### src/rtl/tmr_div_slice.sv
// rtl/tmr_div_slice.sv - one slice of a triplicated programmable clock divider
// The slice votes the three next-state words, registers the counter and derives clkOut, tickOut and mismatch status.
module tmr_div_slice #(
    parameter int WIDTH         = 8,
    parameter int ERR_CNT_WIDTH = 4
) (
    input  logic                     clkIn,
    input  logic                     rstIn,
    input  logic                     enIn,
    input  logic [WIDTH-1:0]         ratioIn,
    output logic [WIDTH-1:0]         divNext,
    input  logic [WIDTH-1:0]         divNextA,
    input  logic [WIDTH-1:0]         divNextB,
    input  logic [WIDTH-1:0]         divNextC,
    output logic                     clkOut,
    output logic                     tickOut,
    input  logic                     errClrIn,
    output logic                     errOut,
    output logic [ERR_CNT_WIDTH-1:0] errCntOut
);

    logic [WIDTH-1:0] cnt;
    logic [WIDTH-1:0] ratio_reg;
    logic [WIDTH-1:0] voted;
    logic [WIDTH-1:0] neff;
    logic [WIDTH-1:0] ratio_next;
    logic             reload;
    logic             mismatch;

    // The counter is only ever loaded from the vote, so a single upset never survives a cycle.
    assign voted      = (divNextA & divNextB) | (divNextB & divNextC) | (divNextA & divNextC);
    assign mismatch   = (divNextA != divNextB) || (divNextB != divNextC) || (divNextA != divNextC);
    assign neff       = (ratioIn >= WIDTH'(2)) ? ratioIn : WIDTH'(2);
    assign reload     = enIn && (cnt == '0);
    assign ratio_next = reload ? neff : ratio_reg;

    always_comb begin
        divNext = cnt;
        if (reload) begin
            divNext = neff - WIDTH'(1);
        end else if (enIn) begin
            divNext = cnt - WIDTH'(1);
        end
    end

    always_ff @(posedge clkIn) begin
        if (rstIn) begin
            cnt       <= '0;
            ratio_reg <= WIDTH'(2);
            clkOut    <= 1'b0;
            tickOut   <= 1'b0;
            errOut    <= 1'b0;
            errCntOut <= '0;
        end else begin
            cnt     <= voted;
            tickOut <= reload;
            errOut  <= mismatch;
            if (reload) begin
                ratio_reg <= neff;
            end
            // Duty threshold uses the ratio of the period being entered so the reload edge rises.
            if (enIn) begin
                clkOut <= (voted >= (ratio_next >> 1));
            end
            if (errClrIn) begin
                errCntOut <= '0;
            end else if (mismatch && !(&errCntOut)) begin
                errCntOut <= errCntOut + ERR_CNT_WIDTH'(1);
            end
        end
    end

endmodule

### config.mk
export PLATFORM = sky130hd
export DESIGN_NAME = tmr_div_slice
export DESIGN_NICKNAME = d
export VERILOG_FILES = /design/src/rtl/tmr_div_slice.sv
export SDC_FILE = /design/constraint.sdc
export NUM_CORES = 1
export LEC_CHECK = 0
export BUFFER_PORTS_ARGS = -buffer_cell sky130_fd_sc_hd__buf_4
export CORE_ASPECT_RATIO = 0.75
export CORE_UTILIZATION = 40
export DETAILED_ROUTE_END_ITERATION = 8
export PLACE_DENSITY = 0.6
export SLEW_MARGIN = 20
export SYNTH_ARGS = -nofsm -noshare
export SYNTH_HDL_FRONTEND = slang
export SYNTH_SLANG_ARGS = --single-unit
### constraint.sdc
create_clock -name clkIn -period 5.6 [get_ports clkIn]
set_input_delay 0.28 -clock clkIn [delete_from_list [all_inputs] [get_ports clkIn]]
set_output_delay 0.28 -clock clkIn [all_outputs]
set_load 0.005 [all_outputs]
# == After elaboration in Yosys (flattened, before gate mapping) ==
# Cells that the tools add are included.
# op_classes
eq_ne,3
muxes,4
bitwise_logic,5
n_reduce_logical,8
n_lt_le_gt_ge,2
add_sub_neg,3
# ops
cell,n
$mux 8,4
$and 8x8->8,3
$ne 8x8->1,3
$or 8x8->8,2
$sub 8x1->8 const B,2
$ge 8x2->1 const B,1
$ge 8x7->1,1
$logic_not 8->1,1
$add 4x1->4 const B,1
$reduce_and 4->1,1
$logic_and 1x1->1,2
$logic_or 1x1->1,2
$reduce_or 2->1,1
$logic_not 1->1,1
# word_totals
out_inout_bits,15
elab_cells,32
reg_bits,23

# == Depth between registers and ports, before layout ==
# Gate-level depths: netlist of the first run.
# logic_depth
depth_word,4
mapped_depth,12

# == Worst setup path before layout of the first run ==
# Ideal clock, no wire load.
# synth_path
kind,reg-to-reg
startpoint,register cnt[0]
endpoint,register clkOut
setup_slack_ns,3.455
arrival_time_ns,2.021
setup_time_ns,0.124
path_stages_with_launch,13
path_cell_list,dfxtp_1 > inv_1 > ha_1 > nor4bb_1 > nand2_1 > buf_2 > nand2_1 > o21ai_0 > ha_1 > nand2b_1 > a21oi_1 > o21a_1 > o21ai_0
# synth_between
elab_chain_cells,4
# synth_rtl
item,line_no,text
start: declaration,22,logic [WIDTH-1:0] cnt;
start signal: assignment,55,cnt <= voted;
$logic_not 8->1,34,assign reload = enIn && (cnt == '0);
$logic_and 1x1->1,34,
$mux 8,-,
net ratio_next[1],26,logic [WIDTH-1:0] ratio_next;
$ge 8x7->1,63,clkOut <= (voted >= (ratio_next >> 1));
end signal: assignment,63,
end: declaration,15,"output logic clkOut,"
# The timed path passes the listed nets, and every way through them passes these cells.
# A chain may end at the register's enable or synchronous reset.

# == Worst setup path in the final report of the first run ==
# Ends and elaborated chain as after synthesis.

==> PnR_summary.wiki, run 1 <==
{| class="wikitable"
! Metric !! Value
|-
| Hold Slack || 0.221 ns
|-
| Total number of yosys warnings || 0
|-
| Unrepaired setup endpoints after global routing || false
|-
| Register clock-pin slew on the reported worst setup and hold paths || approximately 0.09 ns
|-
| Final setup violation count || 0
|-
| Largest vdd supply drop || 129 uV
|-
| Commonest non-fill, non-tap cells in the layout || sky130_fd_sc_hd__buf_4 (50), sky130_fd_sc_hd__ha_1 (35), sky130_fd_sc_hd__dfxtp_1 (22)
|-
| Initial Util || 0.424
|-
| X dimension of the die || 78.2 um
|-
| Post-cts resize count || 0
|-
| FF+latch area || 440 um2
|-
| Count of filler cells inserted in the layout || 417
|-
| Flip-flop count of the largest register after layout || 8
|-
| Buffer type at the clock tree root || sky130_fd_sc_hd__clkbuf_8
|-
| Number of buffers added by the clock tree synthesis step || 3
|-
| Wire length on met2 || about 1.7 mm
|-
| Number of nets in the finished design || roughly 320
|-
| Type of destination of the critical path || register
|-
| Result of the run || completed
|-
| Startpoint type of the worst setup path || register
|-
| Number of H-tree levels || 1
|-
| Main flop type after synthesis || sky130_fd_sc_hd__dfxtp_1
|-
| DRT iter0 DRCs || 65
|-
| DRC || 0
|-
| Vias in the first global route || about 1,400
|-
| Routed WL || slightly above 4 mm
|-
| Total track usage || 0.187
|-
| Area of the multi-input gates || 1260 um2
|-
| Number of flops mapped to enable cells by yosys || 0
|-
| Max-slew violations || 0
|-
| Slew at the pin closest to its max-slew limit || 0.884 ns
|-
| Layout overhead on the synthesized area || 28.4%
|-
| Die Ht || just under 60 um
|-
| Port-buffer cells || 50
|-
| Total negative setup slack || 0 ns
|-
| Share of synthesized area occupied by flip-flops and latches || 0.253
|-
| Area after DPL || 2160 um2
|-
| Post-DRT Antenna Nets || 0
|-
| Category of the critical setup timing path || register to register
|-
| Final HPWL DP || 3.51 mm
|-
| Average instance area after synthesis || 8.93 um2
|-
| Number of buffers inserted by hold repair at cts || 0
|-
| Slew margin rel. || 0.409
|-
| Most common library cell in the layout ignoring fill and taps || sky130_fd_sc_hd__buf_4
|-
| Post-synthesis cell type count || 40
|-
| Routed wire length per instance || 13.8 um
|-
| Total die area || 4620 um2
|-
| Detailed-routing wirelength on met1 || 2.23 mm
|-
| Floorplan row count || 20
|-
| Initial antenna violation count || 0
|-
| FF+latch count, synth || 22
|-
| Crit-path cells || inv_1 > ha_1 > nor4bb_1 > nand2_1 > nand2_1 > o21ai_0 > ha_1 > nand2b_1 > a21oi_1 > o21a_1 > o21ai_0
|-
| Met3 wire length || 124 um
|-
| Ratio of total power to cell area || approximately 200 nW/um2
|-
| Area of the core || 4100 um2
|-
| TritonCTS Sinks || 22
|-
| Final clock period utilization by the worst path || 0.489
|-
| Layout cell share with drive strength beyond 1 || 0.246
|-
| Setup fix buffers added after clock tree synthesis || 0
|-
| Crit-path slowest cell || sky130_fd_sc_hd__nand2_1
|-
| Syn Inst Count || 195
|-
| Final Critical Period || around 2.7 ns
|-
| Global route overflow || 0
|-
| Final hold vios || 0
|-
| Via count || 1,550
|-
| Length of the first detailed-routing pass in iterations || 4
|-
| Max-capacitance violation count || 0
|-
| Insertion delay to the later sink of the worst-skew pair || 0.26 ns
|-
| Post-route clock skew || 0.00792 ns
|-
| Required time at the worst-slack endpoint || approximately 5.7 ns
|-
| Vias per std cell || between 5 and 6
|-
| Nets in the synthesized netlist || 266
|-
| Number of I/O pins || 51
|-
| Peak per-stage delay on the critical path || 0.57 ns
|-
| Worst Path Arrival || 2.88 ns
|-
| Classification of the worst-slack hold path || primary input to register
|-
| Maximum frequency from static timing analysis || ~360 MHz
|-
| Top layer in use || met4
|-
| Clock tree from TritonCTS || yes
|-
| Design Area, Final || 2240 um2
|-
| Async S/R FF share, synth || 0
|-
| Worst Path Max Fanout || 23
|-
| Bufs and invs on worst path || 1
|-
| Maximum number of pins on one net before global-route repair || 24
|-
| Largest delay contributor family on the critical path || simple AND/OR/NAND/NOR gates
|-
| Lkg Pwr || 1.04 nW
|-
| Combined area of all synthesized cells || 1740 um2
|-
| Diode count || 0
|-
| Placer Congestion || 0.819
|-
| First-pass GRT wire length || 6.78 mm
|-
| CTS max path bufs || 2
|}
==> worst register-to-register path: cells and delay by family, from the launching register on <==
family,cells,cell delay (ns)
AO/OA/AOI/OAI,4,0.51
AND/OR/NAND/NOR,4,1.26
flip-flops,1,0.34
adder cells (fa/ha/maj),2,0.45
buffers and inverters,1,0.08
==> layer usage <==
metal,up-vias,global-route usage
met5,-,0
met4,0,0.0397
met3,2,0.0154
met2,37,0.311
met1,686,0.268
li1,825,-
==> cell families after synthesis <==
group           count (synthesis)  synth area share
buf+inv                        10            0.0230
mux                             9            0.0517
flops                          22             0.253
fa+ha+maj                      35             0.251
xor+xnor                       10            0.0503
simple gates                   79             0.247
compound gates                 30             0.124
==> cell usage after synthesis (2+ instances only) <==
cell / instances / area share
sky130_fd_sc_hd__ha_1: 35 / 0.25
sky130_fd_sc_hd__dfxtp_1: 22 / 0.25
sky130_fd_sc_hd__nor2_1: 19 / 0.041
sky130_fd_sc_hd__nand2_1: 13 / 0.028
sky130_fd_sc_hd__a21oi_1: 9 / 0.026
sky130_fd_sc_hd__mux2i_1: 9 / 0.052
sky130_fd_sc_hd__nor4_1: 9 / 0.032
sky130_fd_sc_hd__o21ai_0: 7 / 0.020
sky130_fd_sc_hd__or3_1: 7 / 0.025
sky130_fd_sc_hd__and2_1: 6 / 0.022
sky130_fd_sc_hd__xnor2_1: 6 / 0.030
sky130_fd_sc_hd__inv_1: 5 / 0.011
sky130_fd_sc_hd__nor3_1: 5 / 0.014
sky130_fd_sc_hd__xor2_1: 4 / 0.020
sky130_fd_sc_hd__clkbuf_1: 3 / 0.0065
sky130_fd_sc_hd__nand3_1: 3 / 0.0086
sky130_fd_sc_hd__or4_1: 3 / 0.013
sky130_fd_sc_hd__a2111oi_2: 2 / 0.017
sky130_fd_sc_hd__and3_1: 2 / 0.0072
sky130_fd_sc_hd__buf_2: 2 / 0.0057
sky130_fd_sc_hd__nand4_1: 2 / 0.0072
sky130_fd_sc_hd__nor4b_1: 2 / 0.010
sky130_fd_sc_hd__o211ai_1: 2 / 0.0086
sky130_fd_sc_hd__o21a_1: 2 / 0.0086
==> metrics by stage <==
step / total power, mW / setup WS, ns / std cells / utilization
floorplan: 0.239 / 3.45 / 195 / -
global placement: 0.301 / 3.00 / 295 / 0.527
detailed placement: 0.303 / 2.89 / 295 / 0.527
CTS: 0.450 / 2.87 / 299 / 0.545
global route: 0.472 / 2.57 / 299 / 0.545
finish: 0.447 / 2.86 / 299 / 0.545
==> report_power, final <==
part | switching (mW) | leakage (nW) | internal (mW)
Combinational | 0.0584 | 0.825 | 0.0665
Sequential | 0.00778 | 0.181 | 0.165
Clock | 0.0541 | 0.0357 | 0.0954
Total | 0.120 | 1.04 | 0.327
==> worst paths after layout <==
path,start,to,slack (ns),cells past startpoint
max,cnt[0]$_SDFF_PP0_,clkOut$_SDFFE_PP0P_,2.86,11
min,errClrIn,errCntOut[2]$_SDFFE_PP0P_,0.22,2
max reg2reg,cnt[0]$_SDFF_PP0_,clkOut$_SDFFE_PP0P_,2.86,11
min reg2reg,ratio_reg[1]$_SDFF_PP1_,ratio_reg[1]$_SDFF_PP1_,0.48,2
==> final cells by class <==
type | count | area share
tap | 55 | 0.0308
sequential | 22 | 0.197
inverter | 5 | 0.00839
multi-input combinational | 163 | 0.564
clock buffer | 3 | 0.0185
clock inverter | 1 | 0.0134
timing repair buffer | 50 | 0.168
Power figures use the tool's default switching activity.
==> run 2: changes to the inputs <==
Settings changed: PLACE_DENSITY 0.6 to 0.63.
Clock period 5.6 ns to 2.2 ns, I/O delays scaled along.
==> run 2 against run 1 <==
Against the previous run:
- sequential share of layout area fell by 0.90 points
- sequential power increased to 2.6 times the previous value
- clock-buffer cell count up 1
- cell count up 2.7%
- die area is the same
- setup slack got worse by 2.7 ns
- critical path type unchanged
- critical endpoint unchanged
- largest power group unchanged
==> PnR_summary.wiki, run 2 (same netlist as run 1, synthesis figures left out) <==
{| class="wikitable"
! Metric !! Value
|-
| Result of the run || completed
|-
| Reg-to-reg setup timing slack || 0.15 ns (-2.71 ns)
|-
| Crit path launch || cnt[0]$_SDFF_PP0_
|-
| Routed wire length per instance || 13.9 um (+0.83%)
|-
| Area of the multi-input gates || 1320 um2 (+4.5%)
|-
| Vias in the first global route || 1,446 (+1.9%)
|-
| DRT iter0 DRCs || 52 (-20%)
|-
| Number of nets in the finished design || 324 (+2.5%)
|-
| Port-buffer cells || 50 (unchanged)
|-
| Number of buffers added by the clock tree synthesis step || 3 (unchanged)
|-
| First-pass GRT wire length || 6.74 mm (-0.50%)
|-
| Critical register-to-register path startpoint || cnt[0]$_SDFF_PP0_
|-
| Routed WL || 4.26 mm (+3.5%)
|-
| TritonCTS Sinks || 22 (unchanged)
|-
| Total track usage || 0.189 (+0.00134)
|-
| Type of destination of the critical path || register
|-
| Maximum frequency from static timing analysis || 489 MHz (+34%)
|-
| Insertion delay to the later sink of the worst-skew pair || 0.27 ns (about the same)
|-
| Maximum number of pins on one net before global-route repair || 18 (-25%)
|-
| Vias per std cell || 5.27 (+1.6%)
|-
| Crit-path slowest cell || sky130_fd_sc_hd__dfxtp_1
|-
| Detailed-routing wirelength on met1 || 2.21 mm (-0.98%)
|-
| FF+latch area || 440 um2 (unchanged)
|-
| Ratio of total power to cell area || 463 nW/um2 (+130%)
|-
| Startpoint type of the worst setup path || register
|-
| Layout overhead on the synthesized area || 34.6%
|-
| Via count || 1,617 (+4.3%)
|-
| Register clock-pin slew on the reported worst setup and hold paths || 0.09 ns (about the same)
|-
| Peak per-stage delay on the critical path || 0.34 ns (-0.23 ns)
|-
| Flip-flop count of the largest register after layout || 8 (unchanged)
|-
| Length of the first detailed-routing pass in iterations || 4 (unchanged)
|-
| Worst Path Arrival || 2.20 ns (-0.68 ns)
|-
| Commonest non-fill, non-tap cells in the layout || sky130_fd_sc_hd__buf_4 (56), sky130_fd_sc_hd__ha_1 (34), sky130_fd_sc_hd__dfxtp_1 (22)
|-
| Initial Util || 0.424 (unchanged)
|-
| Placer Congestion || 0.801 (-2.1%)
|-
| Floorplan row count || 20 (unchanged)
|-
| Area after DPL || 2200 um2 (+1.7%)
|-
| Wire length on met2 || 1.82 mm (+5.7%)
|-
| Largest vdd supply drop || 220 uV (+71%)
|-
| Post-DRT Antenna Nets || 0 (unchanged)
|-
| Max-capacitance violation count || 0 (unchanged)
|-
| Top layer in use || met4
|-
| Final Critical Period || 2.05 ns (-0.694 ns)
|-
| Final HPWL DP || 3.52 mm (+0.36%)
|-
| DRC || 0 (unchanged)
|-
| Buffer type at the clock tree root || sky130_fd_sc_hd__clkbuf_8
|-
| Max-slew violations || 0 (unchanged)
|-
| Final core utilization || 0.571 (+0.0262)
|-
| Cell with the most instances on the worst path || sky130_fd_sc_hd__ha_1
|-
| Clock tree from TritonCTS || yes
|-
| Count of filler cells inserted in the layout || 393 (-5.8%)
|-
| Post-route clock skew || 0.00839 ns (+0.000469 ns)
|-
| Design Area, Final || 2340 um2 (+4.8%)
|-
| Worst Hold Launch || errClrIn
|-
| Final hold vios || 0 (unchanged)
|-
| Slew margin rel. || 0.725 (+0.315)
|-
| Die Ht || 59.1 um (unchanged)
|-
| Initial antenna violation count || 0 (unchanged)
|-
| Crit-path cells || inv_1 > ha_1 > nor4bb_4 > nand2_2 > buf_6 > mux2i_1 > ha_1 > a21oi_1 > o21a_1 > o21ai_0
|-
| Most common library cell in the layout ignoring fill and taps || sky130_fd_sc_hd__buf_4
|-
| Required time at the worst-slack endpoint || 2.35 ns (-3.39 ns)
|-
| Area of the core || 4100 um2 (unchanged)
|-
| Classification of the worst-slack hold path || primary input to register
|-
| Worst Path Max Fanout || 16 (-30%)
|-
| Total power of the final layout || 1.08 mW (+140%)
|-
| Total die area || 4620 um2 (unchanged)
|-
| X dimension of the die || 78.2 um (unchanged)
|-
| CTS max path bufs || 2 (unchanged)
|-
| Met3 wire length || 199 um (+60%)
|-
| Final worst setup slack || 0.154 ns (-2.71 ns)
|-
| Largest delay contributor family on the critical path || adder cells
|-
| Number of I/O pins || 51 (unchanged)
|-
| Layout cell share with drive strength beyond 1 || 0.298 (+0.0517)
|-
| DP Worst Slack || 0.0241 ns (-2.87 ns)
|-
| Number of H-tree levels || 1 (unchanged)
|-
| Lkg Pwr || 1.07 nW (+3.0%)
|-
| Bufs and invs on worst path || 2 (+1)
|-
| Diode count || 0 (unchanged)
|-
| Category of the critical setup timing path || register to register
|-
| Final setup violation count || 0 (unchanged)
|-
| Global route overflow || 0 (unchanged)
|-
| Slew at the pin closest to its max-slew limit || 0.409 ns (-0.474 ns)
|-
| Final clock period utilization by the worst path || 0.930 (+0.441)
|}
[run 2: changes by cell type in the layout (fill, tap and decap cells not counted), moves of 2 or more]
cell,change
sky130_fd_sc_hd__o21ai_0,-2
sky130_fd_sc_hd__o21ai_1,+2
sky130_fd_sc_hd__buf_4,+6
sky130_fd_sc_hd__buf_6,+2
sky130_fd_sc_hd__mux2i_1,-2
[run 2: layout make-up]
cell class | count | area share
Inverter | 5 | 0.00801
Multi-Input combinational cell | 163 | 0.562
Clock buffer | 4 | 0.0235
Tap cell | 55 | 0.0294
Timing Repair Buffer | 58 | 0.189
Sequential cell | 22 | 0.188
[run 2: per-stage QoR]
stage | setup TNS (ns) | std cells | hold slack, ns
detailed placement | 0 | 300 | 0.335
global route | -0.0149 | 307 | 0.0437
global placement | 0 | 300 | 0.335
CTS | 0 | 304 | 0.0475
floorplan | 0 | 195 | 0.186
finish | 0 | 307 | 0.0548
[run 2: path summary, 6_finish.rpt]
kind / end / depth (start not counted)
max: clkOut$_SDFFE_PP0P_ / 10
max reg2reg: clkOut$_SDFFE_PP0P_ / 10
min reg2reg: ratio_reg[1]$_SDFF_PP1_ / 2
min: errCntOut[2]$_SDFFE_PP0P_ / 2
[run 2: worst reg2reg max path: stages, from the launching register on]
cell	delay, ns
sky130_fd_sc_hd__dfxtp_1	0.34
sky130_fd_sc_hd__inv_1	0.06
sky130_fd_sc_hd__ha_1	0.19
sky130_fd_sc_hd__nor4bb_4	0.15
sky130_fd_sc_hd__nand2_2	0.12
sky130_fd_sc_hd__buf_6	0.19
sky130_fd_sc_hd__mux2i_1	0.25
sky130_fd_sc_hd__ha_1	0.28
sky130_fd_sc_hd__a21oi_1	0.15
sky130_fd_sc_hd__o21a_1	0.14
sky130_fd_sc_hd__o21ai_0	0.07
[run 2: metal layers]
layer	up-vias	global-route usage
li1	843	-
met1	725	0.265
met2	47	0.313
met3	2	0.0185
met4	0	0.0476
met5	-	0
[run 2: power breakdown]
group / switching [mW] / leakage (nW) / internal, mW
sequential: 0.0220 / 0.181 / 0.421
combinational: 0.157 / 0.863 / 0.188
clock: 0.137 / 0.0288 / 0.160
[run 2: repair_timing]
action                                  CTS  global route
gates resized for setup                   0            13
buffers inserted                          0             3
hold buffers                              0             0
endpoints found under the setup margin    0             1
